`src/rtl/core_message_arbiter.sv`:
```
// Round-robin N-core message arbiter and dispatch sequencer: boots the first process, then feeds
// granted core messages to the message handler. Define MSG_ARB_STATS_EN for per-core grant counters.
`ifndef ADDRESS_BITS
`define ADDRESS_BITS 16
`endif
`ifndef DATA_BITS
`define DATA_BITS 32
`endif
`ifndef CORE_MESSAGE_NONE
`define CORE_MESSAGE_NONE 4'd0
`endif
`ifndef CORE_MESSAGE_START_PROCESS
`define CORE_MESSAGE_START_PROCESS 4'd1
`endif

module core_msg_req_lane (
  input  logic [3:0] msg,
  input  logic       active,
  output logic       req
);
  assign req = (msg != `CORE_MESSAGE_NONE) && active;
endmodule

`ifdef MSG_ARB_STATS_EN
module msg_arb_grant_counter (
  input  logic        clk,
  input  logic        reset,
  input  logic        inc,
  output logic [15:0] count
);
  always_ff @(posedge clk) begin
    if (reset) count <= '0;
    else if (inc && count != 16'hFFFF) count <= count + 16'd1;
  end
endmodule
`endif

module core_message_arbiter #(
  parameter int NUM_CORES = 4,
  parameter int SRC_BITS  = $clog2(NUM_CORES),
  parameter int ADDR_BITS = `ADDRESS_BITS,
  parameter int DATA_BITS = `DATA_BITS,
  parameter int JUMP_BITS = 9,
  parameter int BOOT_CORE = NUM_CORES - 1
) (
  input  logic                           clk,
  input  logic                           reset,
  input  logic [NUM_CORES*4-1:0]         coreMessage,
  input  logic [NUM_CORES*ADDR_BITS-1:0] coreMessageChannel,
  input  logic [NUM_CORES*DATA_BITS-1:0] coreMessageMessage,
  input  logic [NUM_CORES*ADDR_BITS-1:0] coreMessageNumWords,
  input  logic [NUM_CORES*JUMP_BITS-1:0] coreMessageJumpDestination,
  input  logic [NUM_CORES-1:0]           coreHadMessageInAlt,
  input  logic [NUM_CORES-1:0]           coreActive,
  input  logic                           handlerFinished,
  input  logic                           canHalt,
  output logic                           handlerEnabled,
  output logic [3:0]                     outMessage,
  output logic [ADDR_BITS-1:0]           outChannel,
  output logic [DATA_BITS-1:0]           outMessageMessage,
  output logic [ADDR_BITS-1:0]           outNumWords,
  output logic [JUMP_BITS-1:0]           outJumpDestination,
  output logic                           outHadMessageInAlt,
  output logic [SRC_BITS-1:0]            outSource,
  output logic                           finished
`ifdef MSG_ARB_STATS_EN
  ,
  output logic [NUM_CORES*16-1:0]        grantCount
`endif
);

  typedef struct packed {
    logic [3:0]           code;
    logic [ADDR_BITS-1:0] channel;
    logic [DATA_BITS-1:0] payload;
    logic [ADDR_BITS-1:0] numWords;
    logic [JUMP_BITS-1:0] jump;
    logic                 alt;
  } msg_t;

  typedef enum logic [1:0] {INIT, BOOT, HANDLE, EXECUTE} state_t;

  state_t                              state;
  msg_t                                held;
  logic [SRC_BITS-1:0]                 heldSrc;
  logic [SRC_BITS-1:0]                 rrPtr;

  logic [NUM_CORES-1:0][3:0]           codeArr;
  logic [NUM_CORES-1:0][ADDR_BITS-1:0] chanArr;
  logic [NUM_CORES-1:0][DATA_BITS-1:0] dataArr;
  logic [NUM_CORES-1:0][ADDR_BITS-1:0] wordsArr;
  logic [NUM_CORES-1:0][JUMP_BITS-1:0] jumpArr;
  logic [NUM_CORES-1:0]                req;

  logic                                grantValid;
  logic [SRC_BITS-1:0]                 grantIdx;
  logic [SRC_BITS-1:0]                 nextPtr;
  msg_t                                grantMsg;
  msg_t                                bootMsg;

  assign codeArr  = coreMessage;
  assign chanArr  = coreMessageChannel;
  assign dataArr  = coreMessageMessage;
  assign wordsArr = coreMessageNumWords;
  assign jumpArr  = coreMessageJumpDestination;

  for (genvar i = 0; i < NUM_CORES; i++) begin : g_lane
    core_msg_req_lane u_lane (
      .msg    (codeArr[i]),
      .active (coreActive[i]),
      .req    (req[i])
    );
  end

  // Scan from the farthest slot back toward rrPtr so the nearest requester wins.
  always_comb begin
    grantValid = 1'b0;
    grantIdx   = '0;
    for (int k = NUM_CORES - 1; k >= 0; k--) begin
      int idx;
      idx = int'(rrPtr) + k;
      if (idx >= NUM_CORES) idx = idx - NUM_CORES;
      if (req[idx]) begin
        grantValid = 1'b1;
        grantIdx   = SRC_BITS'(idx);
      end
    end
  end

  assign nextPtr = (grantIdx == SRC_BITS'(NUM_CORES - 1)) ? '0 : grantIdx + 1'b1;

  assign grantMsg = '{code:     codeArr[grantIdx],
                      channel:  chanArr[grantIdx],
                      payload:  dataArr[grantIdx],
                      numWords: wordsArr[grantIdx],
                      jump:     jumpArr[grantIdx],
                      alt:      coreHadMessageInAlt[grantIdx]};

  assign bootMsg = '{code: `CORE_MESSAGE_START_PROCESS, channel: '0, payload: '0,
                     numWords: '0, jump: '0, alt: 1'b0};

  always_ff @(posedge clk) begin
    if (reset) begin
      state    <= INIT;
      finished <= 1'b0;
      rrPtr    <= '0;
      heldSrc  <= '0;
      held     <= '{code: `CORE_MESSAGE_NONE, channel: '0, payload: '0,
                    numWords: '0, jump: '0, alt: 1'b0};
    end else begin
      case (state)
        INIT: state <= BOOT;
        BOOT: begin
          held    <= bootMsg;
          heldSrc <= SRC_BITS'(BOOT_CORE);
          state   <= HANDLE;
        end
        HANDLE: begin
          if (handlerFinished) begin
            finished <= canHalt;
            state    <= EXECUTE;
          end
        end
        EXECUTE: begin
          finished <= canHalt;
          if (grantValid) begin
            held    <= grantMsg;
            heldSrc <= grantIdx;
            rrPtr   <= nextPtr;
            state   <= HANDLE;
          end
        end
        default: state <= INIT;
      endcase
    end
  end

  assign handlerEnabled     = (state == HANDLE) && !handlerFinished;
  assign outMessage         = held.code;
  assign outChannel         = held.channel;
  assign outMessageMessage  = held.payload;
  assign outNumWords        = held.numWords;
  assign outJumpDestination = held.jump;
  assign outHadMessageInAlt = held.alt;
  assign outSource          = heldSrc;

`ifdef MSG_ARB_STATS_EN
  for (genvar i = 0; i < NUM_CORES; i++) begin : g_stat
    msg_arb_grant_counter u_cnt (
      .clk   (clk),
      .reset (reset),
      .inc   ((state == EXECUTE) && grantValid && (grantIdx == SRC_BITS'(i))),
      .count (grantCount[i*16 +: 16])
    );
  end
`endif

endmodule

```
`config.mk`:
```
export PLATFORM = sky130hd
export DESIGN_NAME = core_message_arbiter
export DESIGN_NICKNAME = d
export VERILOG_FILES = /design/src/rtl/core_message_arbiter.sv
export SDC_FILE = /design/constraint.sdc
export NUM_CORES = 1
export LEC_CHECK = 0
export ABC_AREA = 1
export BUFFER_PORTS_ARGS = -buffer_cell sky130_fd_sc_hd__buf_2
export CAP_MARGIN = 10
export CORE_AREA = 2 2 158 160
export DETAILED_ROUTE_END_ITERATION = 6
export DIE_AREA = 0 0 160 162
export GPL_TIMING_DRIVEN = 0
export PLACE_DENSITY_LB_ADDON = 0.05
export SYNTH_ARGS = -nofsm -noshare
export SYNTH_HDL_FRONTEND = slang
export SYNTH_SLANG_ARGS = --single-unit
export TNS_END_PERCENT = 5
```
`constraint.sdc`:
```
create_clock -name clk -period 2.09 [get_ports clk]
set_clock_uncertainty 0.2 [all_clocks]
set_input_delay 0.5225 -clock clk [delete_from_list [all_inputs] [get_ports clk]]
set_output_delay 0.5225 -clock clk [all_outputs]
set_load 0.1 [all_outputs]
```
# [Word-level counts from Yosys, hierarchy flattened]
# Index checks and enable logic that the tools add are counted.
[word_totals] regBits=85 ramBits=0 memories=0 out_inout_bits=82 latch_bits=0 mem_bits_ro=0
[classes] magnitude_cmp=9 shifts=0 mux=46 reduce_logical=17 n_bitwise=0 addsub=8 eq_ne=6 div_mod_pow=0 n_mul=0
[ops] cell="$mux 32" count=5
[ops] cell="$pmux 78 s2" count=1
[ops] cell="$lt 32x4->1 const B" count=4
[ops] cell="$mux 78" count=1
[ops] cell="$bmux 16 s2" count=2
[ops] cell="$bmux 32 s2" count=1
[ops] cell="$mux 16" count=2
[ops] cell="$bmux 9 s2" count=1
[ops] cell="$mux 2" count=8
[ops] cell="$reduce_bool 4->1" count=4
[ops] cell="$mux 1" count=14
[ops] cell="$sub 3x3->4 const B" count=3
[ops] cell="$bmux 1 s2" count=5
[ops] cell="$ge 3x3->1 const B" count=3
[ops] cell="$mux 9" count=1
[ops] cell="$bmux 4 s2" count=1
[ops] cell="$pmux 2 s4" count=1
[ops] cell="$reduce_and 2->1" count=4
[ops] cell="$add 2x2->3 const B" count=2
[ops] cell="$eq 2x2->1 const B" count=3
[ops] cell="$logic_and 1x1->1" count=5
[ops] cell="$mux 4" count=1
[ops] cell="$ne 2x2->1 const B" count=2
[ops] cell="$pmux 2 s2" count=1
[ops] cell="10 further kinds" count=11

# [Logic depth before layout (Yosys ltp)]
# Gate-level depths: netlist (run 1).
[logic_depth] word_depth=14 depth_mapped=18 mapped_depth_nobuf=16

# [Modules after synthesis]
# Synthesis (run 1) repeated with hierarchy kept, for this count alone.
[unflattened] hier_cells=998 area_unflattened_um2=6068.3
[modules_own_cells] mod="core_message_arbiter" area_each_um2=6003.3 cells_each=982 instances=1
[modules_own_cells] mod="core_msg_req_lane" area_each_um2=16.3 cells_each=4 instances=4

# [Worst setup path after synthesis (run 1)]
# Ideal clock, no wire load.
[synth_timing] path_type="input -> output" startpoint="input handlerFinished" endpoint="output handlerEnabled" slack_ns=-1.268 stages=1 path_buffers=0 required_ns=1.367 arrival_ns=2.636 path_cell_list="nor3_1"
[synth_via] elab_chain_cells=2
[synth_lines] item="start: declaration" line="55" text="input logic handlerFinished,"
[synth_lines] item="$logic_not 1->1" line="178" text="assign handlerEnabled = (state == HANDLE) && !handlerFinished;"
[synth_lines] item="$logic_and 1x1->1" line="178"
[synth_lines] item="end: declaration" line="57" text="output logic handlerEnabled,"
# No other way between the ends.

# [Worst setup path in the final report (run 1)]
[layout_timing] startpoint="register rrPtr[0]" endpoint="register held, in the netlist outChannel[1]"
[layout_via] elab_chain_cells=14 word_cells_on_any_way=41
[layout_lines] item="start: declaration" line="86" text="logic [SRC_BITS-1:0] rrPtr;"
[layout_lines] item="start signal: assignment" line="169" text="rrPtr <= nextPtr;"
[layout_lines] item="$add 2x2->3" line="121" text="idx = int'(rrPtr) + k;"
[layout_lines] item="$sub 3x3->4 / $ge 3x3->1 (equally long branches)" line="122" text="if (idx >= NUM_CORES) idx = idx - NUM_CORES;"
[layout_lines] item="$mux 32" line="122"
[layout_lines] item="$bmux 1 s2" line="123" text="if (req[idx]) begin"
[layout_lines] item="$mux 1 (implied by the code) (2 in series)" line="123"
[layout_lines] item="$mux 2 (4 in series)" line="123"
[layout_lines] item="$bmux 16 s2" line="133" text="channel: chanArr[grantIdx],"
[layout_lines] item="$mux 16 (implied by the code)" line="133"
[layout_lines] item="$mux 78" line="166" text="if (grantValid) begin"
[layout_lines] item="$pmux 78 s2" line="151" text="case (state)"
[layout_lines] item="end signal: assignment" line="148" text="held <= '{code: `CORE_MESSAGE_NONE, channel: '0, payload: '0,"
[layout_lines] item="end signal: assignment" line="154" text="held <= bootMsg;"
[layout_lines] item="end signal: assignment" line="167" text="held <= grantMsg;"
[layout_lines] item="end: declaration" line="84" text="msg_t held;"
# Parallel ways exist; a longest one is shown, timed or not. The select of a mux whose other input is x is not followed.
# A chain may end at the register's enable or synchronous reset.

==> flow_metrics.env, run 1 <==
export IMPL_reg2reg_depth=15
export IMPL_synth_net_count=1514
export IMPL_syn2layout_area_growth_pct=54.1
export IMPL_place_area_sq_um=9260
export IMPL_path_class="reg2reg"
export IMPL_cp_start_kind="register"
export IMPL_synth_cells=1194
export IMPL_r2r_start="rrPtr[0]"
export IMPL_cp_required_ns=2.13
export IMPL_grt_first_pass_wirelength_microns=45800
export IMPL_setup_viol=78
export IMPL_whs_path_depth=3
export IMPL_maxCapViolations=0
export IMPL_die_area_sq_um=25900
export IMPL_drt_total_wl_microns=31200
export IMPL_r2r_end="outChannel[1]"
export IMPL_fin_nets=1942
export IMPL_switching_share_pct=42.3
export IMPL_cp_max_fo=10
export IMPL_crit_buf_inv=4
export IMPL_htreeDepth=3
export IMPL_nFillCells=2759
export IMPL_worst_pin_slew_ns=0.547
export IMPL_hpwl_microns=23900
export IMPL_core_sq_um=24100
export IMPL_hp_start="canHalt"
export IMPL_start_util_pct=28.3
export IMPL_comb_power_share_pct=52.1
export IMPL_grt_total_usage_pct=22.6
export IMPL_crit_family="simple AND/OR/NAND/NOR gates"
export IMPL_power_leakage_nw=6.21
export IMPL_numClockSinks=85
export IMPL_crit_arrival_ns=2.24
export IMPL_pin_count=402
export IMPL_firstDrtPassIters=5
export IMPL_critPathCaptureType="register"
export IMPL_max_stage_delay_ns=0.44
export IMPL_grt_pass1_vias=8488
export IMPL_synthDistinctLibCells=22
export IMPL_first_iter_violations=468
export IMPL_synth_avg_cell_area_sq_um=5.72
export IMPL_num_vias=8814
export IMPL_grt_overflow_total=0
export IMPL_gp_congestion=0.903
export IMPL_yosysWarnings=0
export IMPL_place_ws_ns=-0.804
export IMPL_peakVddDrop_v=0.000249
export IMPL_synth_seq_cells=85
export IMPL_fin_area_sq_um=10500
export IMPL_drv_slew=0
export IMPL_rrSetupSlack_ns=-0.11
export IMPL_port_buffers=401
export IMPL_syn_area_sq_um=6830
export IMPL_max_slew_margin_rel_pct=63.8
export IMPL_grt_max_degree=17
export IMPL_cts_root_buf="clkbuf_16"
export IMPL_antenna_found_initial=3
export IMPL_numCtsBuffers=9
export IMPL_post_route_cells_drive_above_1_share_pct=34.8
export IMPL_crit_slowest_cell="dfxtp_4"
export IMPL_intPower_mw=4.32
export IMPL_worst_slack_ns=-0.105
export IMPL_worstHoldPathType="in2reg"
export IMPL_seq_power_share_pct=23.3
export IMPL_rows=57
export IMPL_die_h_microns=162
export IMPL_fin_tns_setup_ns=-4.69
export IMPL_post_route_min_period_ns=2.20
export IMPL_path_cells="clkinv_4 -> nand3_2 -> nand2_4 -> nand2_4 -> nand2_2 -> inv_4 -> nand3_4 -> nand2_8 -> buf_12 -> buf_8 -> nand2_1 -> nand3_1 -> nand2_1 -> nand2_1 -> nand2_1"
export IMPL_fp_dieW_microns=160
export IMPL_clk_path_buf_depth=2
export IMPL_rsz0062_at_grt="true"
export IMPL_pwr_share_clk_pct=24.6
export IMPL_cts_tree="built"
export IMPL_post_route_period_util_pct=105
export IMPL_worst_path_most_repeated_cell="nand2_1"
export IMPL_powerDensity_nw_per_um2=711
export IMPL_vias_per_cell=4.51
export IMPL_final_hold_violation_count=0
export IMPL_worstHoldEndpoint="finished"
export IMPL_power_total_mw=7.49
export IMPL_outcome="complete, but fails checks"
export IMPL_yosysSeqAreaShare_pct=24.9
export IMPL_drc=0
export IMPL_insertion_delay_ns=0.35
export IMPL_fmax_mhz=456
export IMPL_clkTransAtPathRegs_ns=0.07
export IMPL_switchingPower_mw=3.16
export IMPL_ant_nets=0
export IMPL_violations="setup timing"
export IMPL_wl_per_cell_microns=16.0
==> cell usage in the layout (no fill, tap or decap), drive strengths merged <==
master	count
clkbuf	33
xor2	1
a21oi	1
a21boi	1
nand3	170
bufinv	2
dfxtp	85
inv	173
nor3	3
nand2	495
nand3b	154
o211ai	1
buf	478
o21ai	5
clkinv	1
nor2	24
diode	2
==> worst register-to-register path: stages (launching register included) <==
cell      delay, ns
dfxtp_4        0.44
clkinv_4       0.10
nand3_2        0.10
nand2_4        0.07
nand2_4        0.09
nand2_2        0.08
inv_4          0.09
nand3_4        0.14
nand2_8        0.16
buf_12         0.15
buf_8          0.14
nand2_1        0.06
nand3_1        0.09
nand2_1        0.08
nand2_1        0.06
nand2_1        0.04
==> power groups by stage <==
stage | clock [mW] | sequential [mW] | combinational [mW]
after floorplan | 0 | 2.29 | 1.77
after CTS | 1.88 | 1.74 | 3.58
after global routing | 1.94 | 1.75 | 4.28
final | 1.84 | 1.75 | 3.90
after detailed placement | 0 | 1.78 | 3.28
after global placement | 0 | 1.78 | 3.30
==> per-layer routing <==
layer,global-route usage (%),vias up,routed length [microns]
li1,-,4551,-
met1,27.4,3909,13100
met2,41.0,317,15400
met3,4.39,35,2110
met4,6.10,2,600
met5,0,-,13
==> worst max path at each step <==
stage	start	to	cells past startpoint
6_report	rrPtr[0]	outChannel[1]	15
5_1_grt	rrPtr[0]	outChannel[6]	15
4_1_cts	rrPtr[0]	outJumpDestination[5]	16
3_5_place_dp	coreMessage[11]	outMessage[1]	13
3_3_place_gp	coreMessage[11]	outChannel[11]	13
2_1_floorplan	coreMessage[1]	outChannel[0]	16
==> per-stage QoR <==
step,cells,hold WS (ns),utilization (%)
6_report,1953,0.224,43.7
5_1_grt,1951,0.247,43.6
4_1_cts,1941,0.209,41.6
3_5_place_dp,1919,0.233,38.4
3_3_place_gp,1919,0.232,38.4
2_1_floorplan,1194,0.256,-
==> Yosys cell counts, drive strengths merged <==
library cell | count | area [sq um]
buf | 70 | 389
nor2 | 24 | 92.6
dfxtp | 85 | 1700
xor2 | 1 | 16.3
a21boi | 1 | 7.51
nand3 | 170 | 856
a21oi | 1 | 5.00
nand3b | 154 | 1160
nand2 | 495 | 1870
clkbuf | 15 | 56.3
o211ai | 1 | 7.51
o21ai | 5 | 25.0
nor3 | 3 | 15.0
inv | 169 | 634
==> cells by family after synthesis <==
| family | after synthesis | share of synthesized area [%] |
|---|---|---|
| simple gates | 846 | 58.4 |
| buf+inv | 254 | 15.8 |
| flops | 85 | 24.9 |
| compound gates | 8 | 0.659 |
| xor+xnor | 1 | 0.238 |
==> state kept, by name (all words and copies together) (netlist names) <==
| name | flops |
|---|---|
| outMessage | 4 |
| finished | 1 |
| outHadMessageInAlt | 1 |
| outJumpDestination | 9 |
| state | 2 |
| rrPtr | 2 |
| outSource | 2 |
| outChannel | 16 |
| outMessageMessage | 32 |
| outNumWords | 16 |
==> layout make-up <==
| type | count | area (sq um) | share of cell area, % |
|---|---|---|---|
| clock inverters | 7 | 104 | 0.987 |
| diodes | 2 | 5.00 | 0.0475 |
| multi-input cells | 855 | 4260 | 40.5 |
| inverters | 169 | 642 | 6.10 |
| plain buffers | 83 | 890 | 8.45 |
| flip-flops and latches | 85 | 1710 | 16.2 |
| well taps | 324 | 405 | 3.85 |
| clock buffers | 9 | 225 | 2.14 |
| repair buffers | 419 | 2290 | 21.7 |
==> timing repair <==
| action | 4_1_cts | 5_1_grt |
|---|---|---|
| hold buffers | 0 | 0 |
| gates resized for setup | 115 | 108 |
| endpoints found under the setup margin | 81 | 83 |
| buffers inserted | 5 | 6 |
| gates cloned | 1 | 6 |
| pin swaps | 4 | 14 |
No activity file was read; power rests on OpenSTA's default activity.
==> run 2, diff against run 1 <==
REMOVE_ABC_BUFFERS = 1   (was not set)
==> flow_metrics.env, run 2 (synthesis gave the netlist of run 1 again) <==
export IMPL_crit_arrival_ns=2.27
export IMPL_die_area_sq_um=25900
export IMPL_hpwl_microns=19300
export IMPL_clk_path_buf_depth=2
export IMPL_post_route_cells_drive_above_1_share_pct=39.6
export IMPL_r2r_start="rrPtr[0]"
export IMPL_grt_max_degree=45
export IMPL_power_leakage_nw=6.42
export IMPL_num_vias=9088
export IMPL_vias_per_cell=4.70
export IMPL_rsz0062_at_grt="true"
export IMPL_cp_start_kind="primary input"
export IMPL_powerDensity_nw_per_um2=744
export IMPL_worst_slack_ns=-0.136
export IMPL_post_route_period_util_pct=107
export IMPL_wl_per_cell_microns=18.5
export IMPL_violations="setup timing"
export IMPL_largest_register_ffs=32
export IMPL_ant_nets=0
export IMPL_numCtsBuffers=9
export IMPL_fmax_mhz=449
export IMPL_cp_required_ns=2.13
export IMPL_drv_slew=0
export IMPL_final_cells=1932
export IMPL_maxCapViolations=0
export IMPL_grt_overflow_total=0
export IMPL_max_slew_margin_rel_pct=64.2
export IMPL_outcome="complete, but fails checks"
export IMPL_worstHoldPathType="in2reg"
export IMPL_rows=57
export IMPL_final_common_cell="nand2_1"
export IMPL_cts_tree="built"
export IMPL_drt_total_wl_microns=35700
export IMPL_insertion_delay_ns=0.34
export IMPL_final_hold_violation_count=0
export IMPL_worst_pin_slew_ns=0.540
export IMPL_place_area_sq_um=9150
export IMPL_final_cell_mix="421 x nand2_1, 400 x buf_2, 164 x inv_1"
export IMPL_fin_tns_setup_ns=-5.95
export IMPL_cts_root_buf="clkbuf_16"
export IMPL_cp_max_fo=8
export IMPL_fin_nets=1920
export IMPL_port_buffers=401
export IMPL_grt_pass1_vias=8481
export IMPL_grt_first_pass_wirelength_microns=49700
export IMPL_clkTransAtPathRegs_ns=0.07
export IMPL_firstDrtPassIters=4
export IMPL_peakVddDrop_v=0.000380
export IMPL_first_iter_violations=571
export IMPL_drc=0
export IMPL_antenna_found_initial=2
export IMPL_nFillCells=2677
export IMPL_post_route_min_period_ns=2.23
export IMPL_hp_start="canHalt"
export IMPL_start_util_pct=28.3
export IMPL_numClockSinks=85
export IMPL_pin_count=402
export IMPL_path_class="in2reg"
export IMPL_die_h_microns=162
export IMPL_fin_area_sq_um=11200
export IMPL_gp_congestion=0.822
export IMPL_htreeDepth=3
export IMPL_core_sq_um=24100
export IMPL_setup_viol=79
export IMPL_fp_dieW_microns=160
export IMPL_grt_total_usage_pct=25.1
export IMPL_critPathCaptureType="register"
export IMPL_syn2layout_area_growth_pct=64.5
export IMPL_placed_cells=1846
export IMPL_startpoint="coreMessage[13]"
## run 2: cell types whose count changed in the layout (fill, tap and decap cells not counted), moves of 8 or more
| cell | change |
|---|---|
| buf_8 | -11 |
| nand3_1 | -33 |
| buf_6 | -20 |
| nand2_2 | +50 |
| nand2_1 | -55 |
| buf_4 | -8 |
| clkbuf_4 | -12 |
| buf_16 | +23 |
| nand3_2 | +33 |
## run 2: timing repair
| item | in CTS | in global routing |
|---|---|---|
| buffers inserted | 31 | 4 |
| hold buffers | 0 | 0 |
| resized for setup | 82 | 106 |
| gates cloned | 24 | 10 |
| pin swaps | 20 | 52 |
| endpoints found under the setup margin | 83 | 83 |
## run 2: path summary, 6_finish.rpt
kind	slack, ns	depth (start not counted)	to
max	-0.14	18	outNumWords[8]
min	0.21	3	finished
max reg2reg	-0.14	17	outNumWords[8]
min reg2reg	0.25	2	outJumpDestination[4]
## run 2: report_power, final
| part | switching (mW) | internal (mW) | total (mW) |
|---|---|---|---|
| Combinational | 2.87 | 1.98 | 4.85 |
| Clock | 0.711 | 1.05 | 1.76 |
| Sequential | 0.0457 | 1.70 | 1.74 |
| Total | 3.63 | 4.73 | 8.35 |
## run 2: area by class of cell
cell class,instances,area [sq um],share of cell area [%]
clock buffer,10,229,2.04
inverter,169,639,5.69
sequential,85,1710,15.2
multi-input combinational,861,4730,42.1
antenna,3,7.51,0.0668
timing repair buffer,474,3430,30.5
tap,324,405,3.61
clock inverter,6,87.6,0.780
## run 2: worst max-delay path, cell delays in order
cell and delay (ns):
buf_2 0.12, nor2_2 0.10, nand2_1 0.09, nand3_1 0.10, nand2_2 0.08, nand2_2 0.08
nand2_2 0.07, nand2_4 0.11, nand3_4 0.13, nand2_8 0.12, buf_6 0.12, buf_12 0.13
clkbuf_16 0.18, nand2_1 0.07, nand3_2 0.08, nand2_1 0.06, nand2_1 0.06, nand2_1 0.04
## run 2: per-stage QoR
step                      utilization (%)  hold WS, ns  setup WS, ns  power [mW]
after global placement               36.5        0.231         -6.79        4.98
after global routing                 46.6        0.224        -0.223        8.79
final                                46.6        0.214        -0.136        8.35
after floorplan                         -        0.256         -3.34        3.93
after CTS                            44.1        0.201        -0.151        8.00
after detailed placement             38.0        0.233         -1.45        4.99
## run 2: per-layer routing
metal / wire [microns] / up-vias / GRT usage [%]
met1: 15100 / 4129 / 30.5
li1: - / 4534 / -
met4: 1070 / 0 / 10.5
met3: 2400 / 55 / 5.46
met2: 17100 / 370 / 43.2
met5: 0 / - / 0
